<file path="src/rtl/cpu_ctrl_pkg.sv">
// Shared encodings for the board input controller: CPU modes, switch field
// positions and push-button indices.
package cpu_ctrl_pkg;

  typedef enum logic [1:0] {
    MODE_IDLE  = 2'b00,
    MODE_PROG  = 2'b01,
    MODE_RUN   = 2'b10,
    MODE_DEBUG = 2'b11
  } mode_e;

  localparam int unsigned SW_W  = 18;
  localparam int unsigned KEY_W = 4;

  // Slide-switch field positions
  localparam int unsigned SW_MODE_HI  = 17;
  localparam int unsigned SW_MODE_LO  = 16;
  localparam int unsigned SW_SPEED_HI = 15;
  localparam int unsigned SW_SPEED_LO = 13;
  localparam int unsigned SW_LOOP     = 12;
  localparam int unsigned SW_PROG_HI  = 11;
  localparam int unsigned SW_PROG_LO  = 10;
  localparam int unsigned SW_RUN      = 9;

  // Push-button indices
  localparam int unsigned KEY_STEP  = 0;
  localparam int unsigned KEY_RSTPC = 1;
  localparam int unsigned KEY_SAVE  = 2;
  localparam int unsigned KEY_BACK  = 3;

endpackage

</file>
<file path="src/rtl/cpu_input_ctrl_debounce.sv">
// Single push-button front end: synchroniser, stable-count debouncer and a
// one-cycle pulse on each debounced released->pressed transition.
module key_debounce #(
  parameter int unsigned DEB_CYCLES  = 50000,
  parameter int unsigned SYNC_STAGES = 2
) (
  input  logic clk,
  input  logic resetn,
  input  logic key_n_raw,
  output logic press
);

  localparam int unsigned CNT_W = (DEB_CYCLES < 2) ? 1 : $clog2(DEB_CYCLES);
  localparam logic [CNT_W-1:0] CNT_LAST = CNT_W'(DEB_CYCLES - 1);

  logic [SYNC_STAGES-1:0] sync_q;
  logic                   synced;
  logic                   deb_n_q, deb_n_d;
  logic [CNT_W-1:0]       cnt_q, cnt_d;
  logic                   press_q, press_d;

  // Synchroniser chain; resets to released (high)
  always_ff @(posedge clk or negedge resetn) begin
    if (!resetn) sync_q <= '1;
    else         sync_q <= {sync_q[SYNC_STAGES-2:0], key_n_raw};
  end

  assign synced = sync_q[SYNC_STAGES-1];

  // Count consecutive disagreeing cycles; flip the debounced level on the last one
  always_comb begin
    deb_n_d = deb_n_q;
    cnt_d   = '0;
    press_d = 1'b0;
    if (synced != deb_n_q) begin
      if (cnt_q == CNT_LAST) begin
        deb_n_d = synced;
        press_d = ~synced;
      end else begin
        cnt_d = cnt_q + CNT_W'(1);
      end
    end
  end

  // Debounce state registers
  always_ff @(posedge clk or negedge resetn) begin
    if (!resetn) begin
      deb_n_q <= 1'b1;
      cnt_q   <= '0;
      press_q <= 1'b0;
    end else begin
      deb_n_q <= deb_n_d;
      cnt_q   <= cnt_d;
      press_q <= press_d;
    end
  end

  assign press = press_q;

endmodule

</file>
<file path="src/rtl/cpu_input_ctrl.sv">
// Board input controller: synchronises switches, debounces keys and decodes
// the CPU mode into registered level and pulse controls, including the
// program-entry address counter and instruction latch.
module cpu_input_ctrl
  import cpu_ctrl_pkg::*;
#(
  parameter int unsigned DEB_CYCLES  = 50000,
  parameter int unsigned SYNC_STAGES = 2,
  parameter int unsigned ADDR_W      = 6,
  parameter int unsigned INSTR_W     = 16
) (
  input  logic               clk,
  input  logic               resetn,
  input  logic [17:0]        sw_raw,
  input  logic [3:0]         key_n_raw,
  output logic [1:0]         mode,
  output logic               mode_change,
  output logic [2:0]         clkspeed,
  output logic [ADDR_W-1:0]  addressdisplay,
  output logic               enableloop,
  output logic [1:0]         selectprog,
  output logic               runprog,
  output logic               resetcpu,
  output logic               resetpc,
  output logic               manualclk,
  output logic               backclk,
  output logic               saveinstr,
  output logic [ADDR_W-1:0]  prog_addr,
  output logic [INSTR_W-1:0] proginstruction
);

  logic [SYNC_STAGES-1:0][SW_W-1:0] sw_sync_q;
  logic [SW_W-1:0]                  sw_s;
  logic [KEY_W-1:0]                 press;
  logic [KEY_W-1:0]                 act;
  logic                             chg;
  logic [ADDR_W-1:0]                addr_base;

  mode_e              mode_q, mode_d;
  logic               mode_change_q, mode_change_d;
  logic [2:0]         clkspeed_q, clkspeed_d;
  logic [ADDR_W-1:0]  addrdisp_q, addrdisp_d;
  logic               enableloop_q, enableloop_d;
  logic [1:0]         selectprog_q, selectprog_d;
  logic               runprog_q, runprog_d;
  logic               resetcpu_q, resetcpu_d;
  logic               resetpc_q, resetpc_d;
  logic               manualclk_q, manualclk_d;
  logic               backclk_q, backclk_d;
  logic               saveinstr_q, saveinstr_d;
  logic [ADDR_W-1:0]  prog_addr_q, prog_addr_d;
  logic [INSTR_W-1:0] instr_q, instr_d;
  logic               save_pend_q, save_pend_d;

  // Switch synchroniser chain
  always_ff @(posedge clk or negedge resetn) begin
    if (!resetn) sw_sync_q <= '0;
    else         sw_sync_q <= {sw_sync_q[SYNC_STAGES-2:0], sw_raw};
  end

  assign sw_s = sw_sync_q[SYNC_STAGES-1];

  for (genvar k = 0; k < KEY_W; k++) begin : g_key
    key_debounce #(
      .DEB_CYCLES (DEB_CYCLES),
      .SYNC_STAGES(SYNC_STAGES)
    ) u_deb (
      .clk      (clk),
      .resetn   (resetn),
      .key_n_raw(key_n_raw[k]),
      .press    (press[k])
    );
  end

  // Mode decode, key actions and program-entry address update
  always_comb begin
    mode_d        = mode_e'(sw_s[SW_MODE_HI:SW_MODE_LO]);
    chg           = (mode_d != mode_q);
    mode_change_d = chg;
    act           = chg ? '0 : press;

    clkspeed_d    = '0;
    addrdisp_d    = '0;
    enableloop_d  = 1'b0;
    selectprog_d  = '0;
    runprog_d     = 1'b0;
    resetcpu_d    = 1'b0;
    resetpc_d     = 1'b0;
    manualclk_d   = 1'b0;
    backclk_d     = 1'b0;
    saveinstr_d   = 1'b0;
    instr_d       = instr_q;
    save_pend_d   = 1'b0;

    // A save's deferred increment lands first, so a key action in the
    // following cycle is applied on top of it.
    addr_base     = prog_addr_q + ADDR_W'(save_pend_q);
    prog_addr_d   = addr_base;

    case (mode_d)
      MODE_PROG: begin
        if (act[KEY_RSTPC]) begin
          prog_addr_d = '0;
          resetpc_d   = 1'b1;
        end else if (act[KEY_SAVE]) begin
          instr_d     = sw_s[INSTR_W-1:0];
          saveinstr_d = 1'b1;
          save_pend_d = 1'b1;
        end else if (act[KEY_BACK]) begin
          prog_addr_d = addr_base - ADDR_W'(1);
          backclk_d   = 1'b1;
        end else if (act[KEY_STEP]) begin
          prog_addr_d = addr_base + ADDR_W'(1);
          manualclk_d = 1'b1;
        end
        addrdisp_d = prog_addr_d;
      end
      MODE_RUN, MODE_DEBUG: begin
        clkspeed_d   = (mode_d == MODE_RUN) ? sw_s[SW_SPEED_HI:SW_SPEED_LO] : 3'd0;
        enableloop_d = sw_s[SW_LOOP];
        selectprog_d = sw_s[SW_PROG_HI:SW_PROG_LO];
        runprog_d    = sw_s[SW_RUN];
        addrdisp_d   = sw_s[ADDR_W-1:0];
        resetcpu_d   = act[KEY_SAVE];
        resetpc_d    = act[KEY_RSTPC];
        manualclk_d  = (mode_d == MODE_DEBUG) && act[KEY_STEP];
      end
      default: ;
    endcase
  end

  // Output and program-entry state registers
  always_ff @(posedge clk or negedge resetn) begin
    if (!resetn) begin
      mode_q        <= MODE_IDLE;
      mode_change_q <= 1'b0;
      clkspeed_q    <= '0;
      addrdisp_q    <= '0;
      enableloop_q  <= 1'b0;
      selectprog_q  <= '0;
      runprog_q     <= 1'b0;
      resetcpu_q    <= 1'b0;
      resetpc_q     <= 1'b0;
      manualclk_q   <= 1'b0;
      backclk_q     <= 1'b0;
      saveinstr_q   <= 1'b0;
      prog_addr_q   <= '0;
      instr_q       <= '0;
      save_pend_q   <= 1'b0;
    end else begin
      mode_q        <= mode_d;
      mode_change_q <= mode_change_d;
      clkspeed_q    <= clkspeed_d;
      addrdisp_q    <= addrdisp_d;
      enableloop_q  <= enableloop_d;
      selectprog_q  <= selectprog_d;
      runprog_q     <= runprog_d;
      resetcpu_q    <= resetcpu_d;
      resetpc_q     <= resetpc_d;
      manualclk_q   <= manualclk_d;
      backclk_q     <= backclk_d;
      saveinstr_q   <= saveinstr_d;
      prog_addr_q   <= prog_addr_d;
      instr_q       <= instr_d;
      save_pend_q   <= save_pend_d;
    end
  end

  assign mode            = mode_q;
  assign mode_change     = mode_change_q;
  assign clkspeed        = clkspeed_q;
  assign addressdisplay  = addrdisp_q;
  assign enableloop      = enableloop_q;
  assign selectprog      = selectprog_q;
  assign runprog         = runprog_q;
  assign resetcpu        = resetcpu_q;
  assign resetpc         = resetpc_q;
  assign manualclk       = manualclk_q;
  assign backclk         = backclk_q;
  assign saveinstr       = saveinstr_q;
  assign prog_addr       = prog_addr_q;
  assign proginstruction = instr_q;

endmodule

</file>
<file path="config.mk">
export PLATFORM = sky130hd
export DESIGN_NAME = cpu_input_ctrl
export DESIGN_NICKNAME = d
export VERILOG_FILES = /design/src/rtl/cpu_ctrl_pkg.sv /design/src/rtl/cpu_input_ctrl_debounce.sv /design/src/rtl/cpu_input_ctrl.sv
export SDC_FILE = /design/constraint.sdc
export NUM_CORES = 1
export LEC_CHECK = 0
export CAP_MARGIN = 5
export CORE_ASPECT_RATIO = 0.7
export CORE_MARGIN = 1
export CORE_UTILIZATION = 61
export CTS_CLUSTER_DIAMETER = 200
export DETAILED_ROUTE_END_ITERATION = 16
export HOLD_SLACK_MARGIN = 0.02
export PLACE_DENSITY_LB_ADDON = 0.1
export SYNTH_ARGS = -nofsm -noshare
export SYNTH_HDL_FRONTEND = slang
export SYNTH_HIERARCHICAL = 1
export SYNTH_SLANG_ARGS = --single-unit
</file>
<file path="constraint.sdc">
create_clock -name clk -period 3.5 [get_ports clk]
set_clock_uncertainty 0.1 [all_clocks]
set_input_delay 0.35 -clock clk [delete_from_list [all_inputs] [get_ports clk]]
set_output_delay 0.35 -clock clk [all_outputs]
set_load 0.05 [all_outputs]
</file>
==> results.txt, run 1 <==
Clock tree synthesis inserted a total of 17 buffers. The worst register-to-register path begins at sw_s[17]$_DFF_PN0_. For the pin with the worst max-slew slack, the measured transition is 0.7614 ns. Maximum clock insertion buffer count: 2.

By area the synthesized netlist is led by dfrtp_1, xnor2_1, dfstp_2, nor2_1, xor2_1. Met3 usage in global routing: 0.07134. After floorplanning, the core was sized to cover 0.01040 mm². In the final layout, the multi-input gates occupy 0.002455 mm².

The stage delay of the slowest cell on the critical path is 0.72 ns. The floorplan has 31 rows. The post-route antenna net violation count was 0; the detailed-route via count was 4,227. Counting I/O delays and the setup requirement, the final critical path takes 2.431 ns. The worst hold path terminates at g_key[1].u_deb/sync_q[0]$_DFF_PN1_. The tools report the critical path startpoint as sw_s[17]$_DFF_PN0_. After filler insertion, the fill cell instance count of the layout stands at 635. Counting flops with a built-in enable in the synthesized netlist gives 0. Across the run, the number of max-cap violations was 0. The class of the tightest hold or removal check is primary input to flop. The cell count after synthesis came out at 536. The required arrival time at the worst endpoint is 3.69 ns.

For the TritonCTS sink count, the log shows 159. The global-route met2 utilization was 0.3842; the quantity of I/O buffers inserted on ports was 66. Summed over all layers, the routed wires come to 12,710 µm. The DRC violation count after routing is 0, and the number of I/O pins is 67. Global routing finished with a remaining overflow of 0. The cell type of the slowest stage on the worst timing path is dfrtp_1. Counting flops and latches in the post-synthesis netlist gives 159. The floorplan step set the die height to 88.78 µm.

The kind of end point of the critical path was a flop. The run gives 0.4924 as the max-slew headroom at the worst pin. The share of flip-flops with an asynchronous set or reset after synthesis is 1.000. The run gives 4 as the number of search-and-repair iterations in the first detailed-routing pass. The part of the cycle the worst path needs is 0.6947, and the count of different cell masters after synthesis is 52. Summing all placed instances gives a cell area of 0.007370 mm².

The number of placed instances with taps included came out at 729. The wire-length estimate of the detail-placed layout is 8244 µm. Setup violations remaining at the end of the flow were counted as 0. The run gives 4,120 as the number of global-route vias before repair. For the worst-skew pair, the clock arrives at the later sink with an insertion delay of 0.41 ns. Via-per-instance ratio: 5.547.

Launching element type of the critical path: a flop. The starting density of the core is 0.6313, and the power density over the cells is 507.5 mW/mm². The final hold violation count is 0. The tools report the post-route setup TNS as 0 ns. The peak-usage layer in the global routing report is met2.

By startpoint and endpoint, the worst setup path is classified as flop to flop. For this run, the number of standard cells in the final layout without fillers is 762. Summing all flip-flop and latch instances after layout gives 0.003994 mm².

For this block, the initial DRC count from the detailed router was 279. Worst hold path depth: 1. The run finished with clean final reports. The post-synthesis net count was 568. The largest delay contributor family on the critical path was simple AND/OR/NAND/NOR gates. The global-route wire length before repair is 21,070 µm, and the critical-path maximum fanout is 18. The static leakage is 0.003452 µW, and the antenna diode count is 0.

The number of synthesis warnings was 6; the mean routed wirelength per cell was 16.67 µm. The layout cell share with drive strength beyond 1 was 0.1286. TritonCTS built the clock tree.

Timing analysis after detailed placement gives a worst setup slack of 1.108 ns. The worst supply voltage drop on vdd came out at 0.3351 mV. The tools report the startpoint of the most critical hold path as key_n_raw[1].

The mean instance size in the synthesized netlist was 12.24 µm²; the total buffers and inverters traversed by the critical path was 0. The final instance area was 0.008013 mm². From left edge to right edge, the die measures 126.0 µm.

The worst register-to-register path has a setup slack of 1.07 ns. The final layout contains 649 nets. The tools report the H-tree level count as 4. The arrival time of the worst setup path came out at 2.62 ns.

Walking the worst path, the cells encountered are xor2_2, nor2_2, nand2_2, nor2_4, mux2_1. Setup repair after global routing left no endpoint under its margin. Number of antenna violations at the first check in global routing: 0. The cell at the root of the clock tree is clkbuf_16.

The run gives 1.069 ns as the worst setup margin. The synthesized design spends more area on one cell type than any other, namely dfrtp_1. After synthesis the cells add up to 0.006563 mm². The tools report the endpoint of the worst-slack reg-to-reg timing path as proginstruction[10]$_DFFE_PN0P_. The tools report the maximum frequency from static timing analysis as 411.3 MHz. The count of pins over their slew limit is 0.

The share of the synthesized area in the top cell type works out to 0.5605. Share of the yosys chip area belonging to registers: 0.6086. The tools report the global-route met1 utilization as 0.3490. Measured in cells, the most critical reg-to-reg path has a length of 5. Clock-pin slew was measured on the worst setup and hold paths at 0.06 ns.

The floorplan step defined a die boundary enclosing 0.01118 mm². In the synthesized netlist the dominant register cell turns out to be dfrtp_1. Entering global routing, the biggest net connects 87 pins. For the overall routing resource usage, the log shows 0.2473. The area growth from synthesis to layout works out to 22.10%. The congestion estimate from routability-driven global placement came to 0.8716.
-- Yosys cell counts, types with 3 or more instances --
cell,number
a21o_1,3
dfrtp_1,147
inv_1,19
a21oi_1,8
nor2_1,72
mux2_1,11
xor2_1,17
and3_1,10
nor4_1,12
nor4b_1,4
nor3b_1,5
nor3_1,18
o31ai_1,4
clkbuf_1,3
o21ai_1,6
or4_1,4
nand2_4,4
nand3_2,4
nand4_1,8
ha_1,8
nand2_1,19
nand4_2,8
or3_1,4
buf_2,4
xnor2_1,48
mux2_4,9
and2_1,7
dfstp_2,12
nand3_1,24
nor4bb_1,8
-- placed cells by master, fill, tap and decap left out, drive strengths merged, types with 12 or more instances in the layout --
master,count
nor4,12
xor2,18
mux2,20
clkbuf,23
clkdlybuf4s50,65
nor2,74
dfrtp,147
dfstp,12
nor3,19
nand4,16
inv,20
nand3,28
xnor2,49
nand2,24
-- worst reg2reg max path, stage by stage, from the launching register on --
cell     delay [ns]
dfrtp_1        0.72
xor2_2         0.21
nor2_2         0.27
nand2_2        0.10
nor2_4         0.51
mux2_1         0.40
-- area by class of cell --
cell class | instances | share of cell area
Multi-Input combinational cell | 350 | 0.3064
Clock inverter | 9 | 0.01936
Sequential cell | 159 | 0.4984
Clock buffer | 23 | 0.05965
Timing Repair Buffer | 70 | 0.08666
Tap cell | 132 | 0.02061
Inverter | 19 | 0.008901
-- per-stage QoR --
step,util,power (µW),hold WS [ns]
after global placement,0.7090,2125,0.2335
after CTS,0.7708,4100,0.2247
after global routing,0.7708,4205,0.2216
after detailed placement,0.7090,2132,0.2347
final,0.7708,4066,0.2397
after floorplan,-,2028,-0.04559
-- power by group --
| part | switching [µW] | total [µW] | internal [µW] |
|---|---|---|---|
| Clock | 712 | 1970 | 1250 |
| Sequential | 33.0 | 1920 | 1890 |
| Combinational | 116 | 178 | 62.7 |
-- cell families after synthesis --
family,Yosys count,synth area share
compound gates,33,0.03470
xor+xnor,67,0.09171
fa+ha+maj,8,0.01525
buf+inv,27,0.01735
flops,159,0.6086
mux,21,0.04099
simple gates,221,0.1914
-- sequential cells by signal, indices dropped and copies added (netlist names) --
| register | count |
|---|---|
| addressdisplay | 6 |
| resetpc | 1 |
| g_key.u_deb/press | 4 |
| proginstruction | 16 |
| save_pend_q | 1 |
| resetcpu | 1 |
| backclk | 1 |
| prog_addr | 6 |
| selectprog | 2 |
| g_key.u_deb/cnt_q | 64 |
| sw_sync_q | 18 |
| runprog | 1 |
| sw_s | 18 |
| enableloop | 1 |
| g_key.u_deb/deb_n_q | 4 |
| mode_change | 1 |
| manualclk | 1 |
| mode | 2 |
| g_key.u_deb/sync_q | 8 |
| clkspeed | 3 |
-- metal layers --
| metal | routed length (µm) | part of all wire | vias to the layer above |
|---|---|---|---|
| met5 | 0 | 0 | - |
| met4 | 67 | 0.0053 | 0 |
| met3 | 572 | 0.045 | 6 |
| met2 | 6042 | 0.48 | 117 |
| met1 | 6022 | 0.47 | 2102 |
| li1 | - | - | 2002 |
-- how the worst max path moves through the flow --
stage | end | cells after the start
after floorplan | prog_addr[3]$_DFF_PN0_ | 7
after global placement | proginstruction[9]$_DFFE_PN0P_ | 5
after detailed placement | proginstruction[13]$_DFFE_PN0P_ | 5
after CTS | proginstruction[10]$_DFFE_PN0P_ | 5
after global routing | proginstruction[13]$_DFFE_PN0P_ | 5
final | proginstruction[10]$_DFFE_PN0P_ | 5
-- what timing repair did --
item,4_1_cts,5_1_grt
resized for setup,0,0
hold endpoints to repair,78,0
setup buffers,0,0
endpoints found under the setup margin,0,0
hold buffers,1,0
Power figures use the tool's default switching activity.
==> run 2: changes to the inputs <==
CORE_UTILIZATION = 51   (was 61)
clock period = 2.2 ns   (was 3.5 ns; I/O delays follow)
==> run 2 against run 1 <==
Non-clock buffer count up 7; via count fell by 1.2%; final cell count grew 4.9%; critical path depth is 3 higher; die area rose by 19%; sequential power up 59%; largest cell class unchanged; largest power group unchanged.
==> results.txt, run 2 (synthesis results as in run 1) <==
The tree is rooted in a clkbuf_16. The pin count of the biggest net entering global routing was 47 (-46%). Post-route antenna net violation count: 0 (unchanged).

Starting density of the core: 0.5265 (-0.1048). STA classifies the critical path endpoint as a flop. The flow ran to the end, and the final reports show no timing, DRC or antenna violations. The run gives 0.003995 mm² (about the same) as the register cell area after layout.

For the number of I/O pins, the log shows 67 (unchanged). For the number of setup violations in the final report, the log shows 0 (unchanged). The run gives 0.01333 mm² (+19%) as the overall die area.

The required arrival time at the worst endpoint came out at 2.45 ns (-1.24 ns). The worst setup margin is 0.1262 ns (-0.9423 ns), and the layout cell share with drive strength beyond 1 is 0.1491 (+0.02057). The tools report the total grt overflow as 0 (unchanged). g_key.u_deb/cnt_q holds more flip-flops than any other register. The number of global-route vias before repair was 4,134 (+0.34%); the overall routing resource usage was 0.2042 (-0.04316). The H-tree level count came out at 4 (unchanged).

The net total in the final layout is 656 (+1.1%). The DRC violation count after routing was 0 (unchanged); the mean routed wirelength per cell was 15.33 µm (-8.1%). The width of the die was 137.6 µm (+9.2%). The part of the cycle the worst path needs is 0.9426 (+0.2479).

The critical-path maximum fanout was 5 (-13); the maximum clock insertion buffer count was 2 (unchanged). The number of antenna violations at the first check in global routing was 0 (unchanged); the area growth from synthesis to layout was 24.40%. The arrival time of the worst setup path is 2.33 ns (-0.29 ns), and the pre-CTS setup slack is 0.08927 ns (-1.019 ns). The logs give 0 (unchanged) for the number of max-cap violations and 159 (unchanged) for the TritonCTS sink count. The critical path startpoint was save_pend_q$_DFF_PN0_. The number of rows in the core area was 34 (+9.7%). For the final hold violation count, the log shows 0 (unchanged). The minimum clock period is 2.074 ns (-0.3577 ns). The library cells used most frequently in the layout, excluding fill and tap cells, are dfrtp_1, nor2_1, clkdlybuf4s50_1, xnor2_1, nand3_1. TritonCTS built the clock tree.

The worst reg2reg path startpoint is save_pend_q$_DFF_PN0_. The cell depth of the worst flop-to-flop path was 8 (+3); the core footprint was 0.01246 mm² (+20%). The flip-flop count of the largest register, all copies and words added is 64 (unchanged), and the max-slew headroom at the worst pin is 0.6315 (+0.1391).

The logs give 0.003497 µW (+1.3%) for the static leakage and 799 (+4.9%) for the count of non-filler cells in the finished layout. The clock latency of the later-clocked register in the worst-skew pair came out at 0.42 ns (about the same). For the global placement routability congestion, the log shows 0.8388 (-3.8%). The path type of the worst setup path was flop to flop. The final hold slack was 0.1108 ns (-0.1289 ns); the antenna diode count was 0 (unchanged).

The quantity of I/O buffers inserted on ports works out to 66 (unchanged). The logs give 482.2 MHz (+17%) for the maximum frequency from static timing analysis and 4,176 (-1.2%) for the detailed-route via count. The half-perimeter wire length of the detailed placement result was 8365 µm (+1.5%).

For the clock buffer count from CTS, the log shows 17 (unchanged). The run gives 0.008164 mm² (+1.9%) as the final instance area. The actual transition at the worst max-transition pin was 0.5511 ns (-0.2104 ns); the worst supply voltage drop on vdd was 0.5158 mV (+54%). The number of DRC markers after the initial detailed-route iteration came out at 154 (-45%). Vertical extent of the die: 96.91 µm (+9.2%). The tools report the fill cell instance count of the final layout as 923 (+45%). The power density over the cells was 786.3 mW/mm² (+55%); the placed instance area was 0.007498 mm² (+1.7%).

Count of pins over their slew limit: 0 (unchanged). The tools report the number of placed instances with taps included as 765 (+4.9%). The tools report the total area of multi-input combinational cells as 0.002480 mm² (+1.0%). The clock-pin slew on the worst setup and hold paths is 0.06 ns (about the same). The worst register-to-register path ends at addressdisplay[1]$_DFF_PN0_. The path class of the tightest hold or removal check is primary input to flop. The via-per-instance ratio is 5.227 (-5.8%). The worst setup path is launched from a flop. In this run the worst setup path terminates at addressdisplay[1]$_DFF_PN0_. The logs give 0.6550 (-0.1158) for the utilization after layout and 20,530 µm (-2.6%) for the global-route wire length before repair. The routed wire length was 12,250 µm (-3.6%); the number of search-and-repair iterations in the first detailed-routing pass was 4 (unchanged). Leaving out fill and tap cells, the most frequent cell in the layout is dfrtp_1. The register-to-register path setup slack was 0.13 ns (-0.94 ns).
run 2: cell types whose count changed in the layout (fill, tap and decap cells not counted), sizes merged:
cell      previous run  this run
clkbuf              23        18
inv                 20        27
buf                  4        11
bufinv               4         3
clkinvlp             1         0
run 2: layout make-up:
type / instances / share of cell area
Clock buffer: 18 / 0.05379
Inverter: 19 / 0.008736
Multi-Input combinational cell: 350 / 0.3038
Clock inverter: 14 / 0.02345
Tap cell: 162 / 0.02483
Timing Repair Buffer: 77 / 0.09609
Sequential cell: 159 / 0.4893
run 2: per-stage QoR:
stage | TNS [ns] | power (µW)
5_1_grt | -0.01132 | 6672
3_3_place_gp | 0 | 3396
4_1_cts | 0 | 6510
2_1_floorplan | 0 | 3226
6_report | 0 | 6419
3_5_place_dp | 0 | 3405
run 2: what timing repair did:
| item | in CTS | in global routing |
|---|---|---|
| buffers inserted | 0 | 1 |
| setup endpoints to repair | 0 | 5 |
| hold endpoints to repair | 42 | 0 |
| hold buffers | 1 | 0 |
| gates resized for setup | 0 | 3 |
run 2: routing by layer:
layer | global-route usage | vias to the layer above | wire (µm)
met5 | 0 | - | 0
met4 | 0.07185 | 0 | 104
met3 | 0.04927 | 11 | 408
met2 | 0.3003 | 66 | 5693
met1 | 0.2946 | 2076 | 6043
li1 | - | 2023 | -
run 2: power by group:
part | internal (µW) | total, µW | switching, µW
Clock | 1860 | 3070 | 1210
Combinational | 109 | 299 | 189
Sequential | 3000 | 3050 | 43.8
Total | 4970 | 6420 | 1450
run 2: critical path, stage by stage (launching register included):
cell      delay, ns
dfrtp_2        0.40
ha_1           0.21
ha_2           0.38
inv_1          0.08
ha_1           0.28
nand3b_1       0.16
o21a_1         0.14
a21oi_2        0.16
a21o_1         0.10
run 2: worst min-delay path by stage:
stage,start,end,depth (start not counted)
after detailed placement,resetn,proginstruction[4]$_DFFE_PN0P_,1
after CTS,key_n_raw[3],g_key[3].u_deb/sync_q[0]$_DFF_PN1_,1
after global routing,key_n_raw[1],g_key[1].u_deb/sync_q[0]$_DFF_PN1_,1
final,key_n_raw[3],g_key[3].u_deb/sync_q[0]$_DFF_PN1_,1
after floorplan,resetn,addressdisplay[0]$_DFF_PN0_,0
after global placement,resetn,sw_sync_q[2]$_DFF_PN0_,1
==> run 3: changes to the inputs <==
CELL_PAD_IN_SITES_DETAIL_PLACEMENT = 1   (was not set)
CELL_PAD_IN_SITES_GLOBAL_PLACEMENT = 2   (was not set)
CORE_UTILIZATION = 35   (was 51)
==> run 3 against run 2 <==
The flow now finishes with violations (design-rule violations); die area increased by 45%; routed wire length increased by 16%; combinational power increased by 3%; non-clock buffer count increased by 1; design area unchanged; critical path type is now flop to output port; critical endpoint is now prog_addr[2].
==> results.txt, run 3 (synthesis results as in run 1) <==
The flow ran to the end, but the final reports show violations. The final reports fail on design-rule violations. The final instance area was 0.008164 mm² (unchanged); the core footprint was 0.01816 mm² (+46%). The width of the die was 165.7 µm (+20%). The flip-flop count of the largest register, all copies and words added works out to 64 (unchanged). The count of pins over their slew limit was 0 (unchanged); the number of global-route vias before repair was 4,425 (+7.0%). The minimum clock period came out at 2.079 ns (+0.005368 ns). Worst supply voltage drop on vdd: 0.5542 mV (+7.4%). The cell at the root of the clock tree is clkbuf_16. The area growth from synthesis to layout is 24.40% (unchanged), and the total grt overflow is 0 (unchanged). The part of the cycle the worst path needs was 0.9451 (+0.002440).

The half-perimeter wire length of the detailed placement result was 10,000 µm (+20%); the number of search-and-repair iterations in the first detailed-routing pass was 10 (+6). Layout cell share with drive strength beyond 1: 0.1473 (-0.001801). The post-route antenna net violation count is 0 (unchanged), and the overall routing resource usage is 0.1609 (-0.04327). The tools report the overall die area as 0.01931 mm² (+45%). The path type of the worst setup path is flop to output port. The via-per-instance ratio came out at 4.842 (-7.4%). TritonCTS built the clock tree.

The tools report the final hold slack as 0.1067 ns (-0.004090 ns). The stage delay of the slowest cell on the critical path came out at 0.87 ns (+0.47 ns). Traced cell by cell, the critical path runs through clkdlybuf4s50_1. The maximum frequency from static timing analysis was 481.0 MHz (-0.26%); the number of rows in the core area was 41 (+21%).

Clock-pin slew on the worst setup and hold paths: 0.07 ns (about the same). The tools report the post-CTS repair timing setup buffer count as 0 (unchanged). Setup repair after global routing left no endpoint under its margin. The quantity of I/O buffers inserted on ports is 66 (unchanged), and the number of I/O pins is 67 (unchanged). Maximum clock insertion buffer count: 2 (unchanged). The cell depth of the worst flop-to-flop path came out at 8 (unchanged). The tools report the placed instance area as 0.007606 mm² (+1.4%). The worst setup path is launched from a flop. The final hold violation count was 0 (unchanged); the number of max-cap violations was 0 (unchanged). The antenna diode count is 0 (unchanged).

The leading cell type in the layout, fill and taps excluded was dfrtp_1. The power density over the cells was 740.3 mW/mm² (-5.9%); the post-route setup TNS was 0 ns (unchanged). For the TritonCTS sink count, the log shows 159 (unchanged). The pin count of the biggest net entering global routing came out at 48 (+2.1%). The number of setup violations in the final report came out at 0 (unchanged). Clock latency of the later-clocked register in the worst-skew pair: 0.42 ns (about the same). For the required arrival time at the worst endpoint, the log shows 1.88 ns (-0.57 ns). The cell family contributing the most delay on the critical path is buffers and inverters. The max-slew headroom at the worst pin was 0.6231 (-0.008351).

The mean routed wirelength per cell was 16.23 µm (+5.9%); the static leakage was 0.003444 µW (-1.5%). Kind of end point of the critical path: an output port. The arrival time of the worst setup path was 1.76 ns (-0.57 ns). Actual transition at the worst max-transition pin: 0.5636 ns (+0.01249 ns).

The tightest min-delay check is of the primary input to flop type. Critical-path maximum fanout: 4 (-1). Cell type of the slowest stage on the worst timing path: clkdlybuf4s50_1. The library cells used most frequently in the layout, excluding fill and tap cells, are dfrtp_1, nor2_1, clkdlybuf4s50_1, xnor2_1, nand3_1. The total buffers and inverters traversed by the critical path is 1 (unchanged), and the H-tree level count is 4 (unchanged). The routed wire length was 14,190 µm (+16%); the global placement routability congestion was 0.7809 (-6.9%).

The worst hold path depth was 1 (unchanged). For the net total in the final layout, the log shows 657 (+0.15%). The top register by number of flip-flops was g_key.u_deb/cnt_q. The depth of the critical timing path with buffers and inverters included works out to 1 (-7).

The global-route wire length before repair is 24,030 µm (+17%). The number of antenna violations at the first check in global routing was 0 (unchanged). The clock buffer count from CTS is 17 (unchanged), and the detailed-route via count is 4,232 (+1.3%). The vertical extent of the die works out to 116.6 µm (+20%). The run gives 231 (+50%) as the number of DRC markers after the initial detailed-route iteration.

The DRC violation count after routing is 10 (+10). For the starting density of the core, the log shows 0.3614 (-0.1651).
==> run 3: cell type report <==
cell class                      count  area [µm²]
Clock buffer                       18       429.2
Inverter                           19       71.32
Clock inverter                     14       106.4
Tap cell                          236       295.3
Timing Repair Buffer               78       792.0
Multi-Input combinational cell    350        2475
Sequential cell                   159        3995
Fill cell                        1909        9996
==> run 3: routing by layer <==
| metal | up-vias | GRT usage | share of wire |
|---|---|---|---|
| met5 | - | 0 | 0 |
| li1 | 2023 | - | - |
| met1 | 2147 | 0.2211 | 0.50 |
| met3 | 9 | 0.04270 | 0.028 |
| met4 | 0 | 0.04798 | 0.0090 |
| met2 | 53 | 0.2514 | 0.46 |
==> run 3: worst reg2reg max path: stages (launching register included) <==
cell      delay [ns]
dfrtp_2         0.40
ha_1            0.24
ha_4            0.30
inv_1           0.07
ha_1            0.29
nand3b_1        0.16
o21a_1          0.13
a21oi_1         0.19
a21o_1          0.11
==> run 3: worst paths after layout <==
kind,startpoint,to,slack (ns)
setup / recovery,prog_addr[2]$_DFF_PN0_,prog_addr[2],0.12
hold / removal,key_n_raw[0],g_key[0].u_deb/sync_q[0]$_DFF_PN1_,0.11
setup reg to reg,save_pend_q$_DFF_PN0_,addressdisplay[1]$_DFF_PN0_,0.16
hold reg to reg,sw_sync_q[2]$_DFF_PN0_,sw_s[2]$_DFF_PN0_,0.25
max in group asynchronous,resetn,g_key[1].u_deb/deb_n_q$_DFFE_PN1P_,1.15
min in group asynchronous,resetn,runprog$_DFF_PN0_,0.17
==> run 3: power by group <==
group	total (µW)	internal (µW)	switching, µW
Combinational	307	109	197
Clock	2690	1460	1230
Sequential	3050	3000	43.9
Total	6040	4570	1470
==> run 3: per-stage QoR <==
stage | total power, µW | utilization | instances | setup slack, ns
2_1_floorplan | 3226 | - | 536 | 0.007973
3_3_place_gp | 3407 | 0.4188 | 841 | 0.1500
3_5_place_dp | 3416 | 0.4188 | 841 | 0.09800
5_1_grt | 6308 | 0.4496 | 874 | 0.01300
4_1_cts | 6150 | 0.4489 | 874 | 0.07924
6_report | 6044 | 0.4496 | 874 | 0.1209
==> run 3: timing repair <==
item | in CTS | in global routing
hold endpoints to repair | 134 | 0
hold buffers | 1 | 0
setup endpoints to repair | 0 | 4
gates resized for setup | 0 | 1
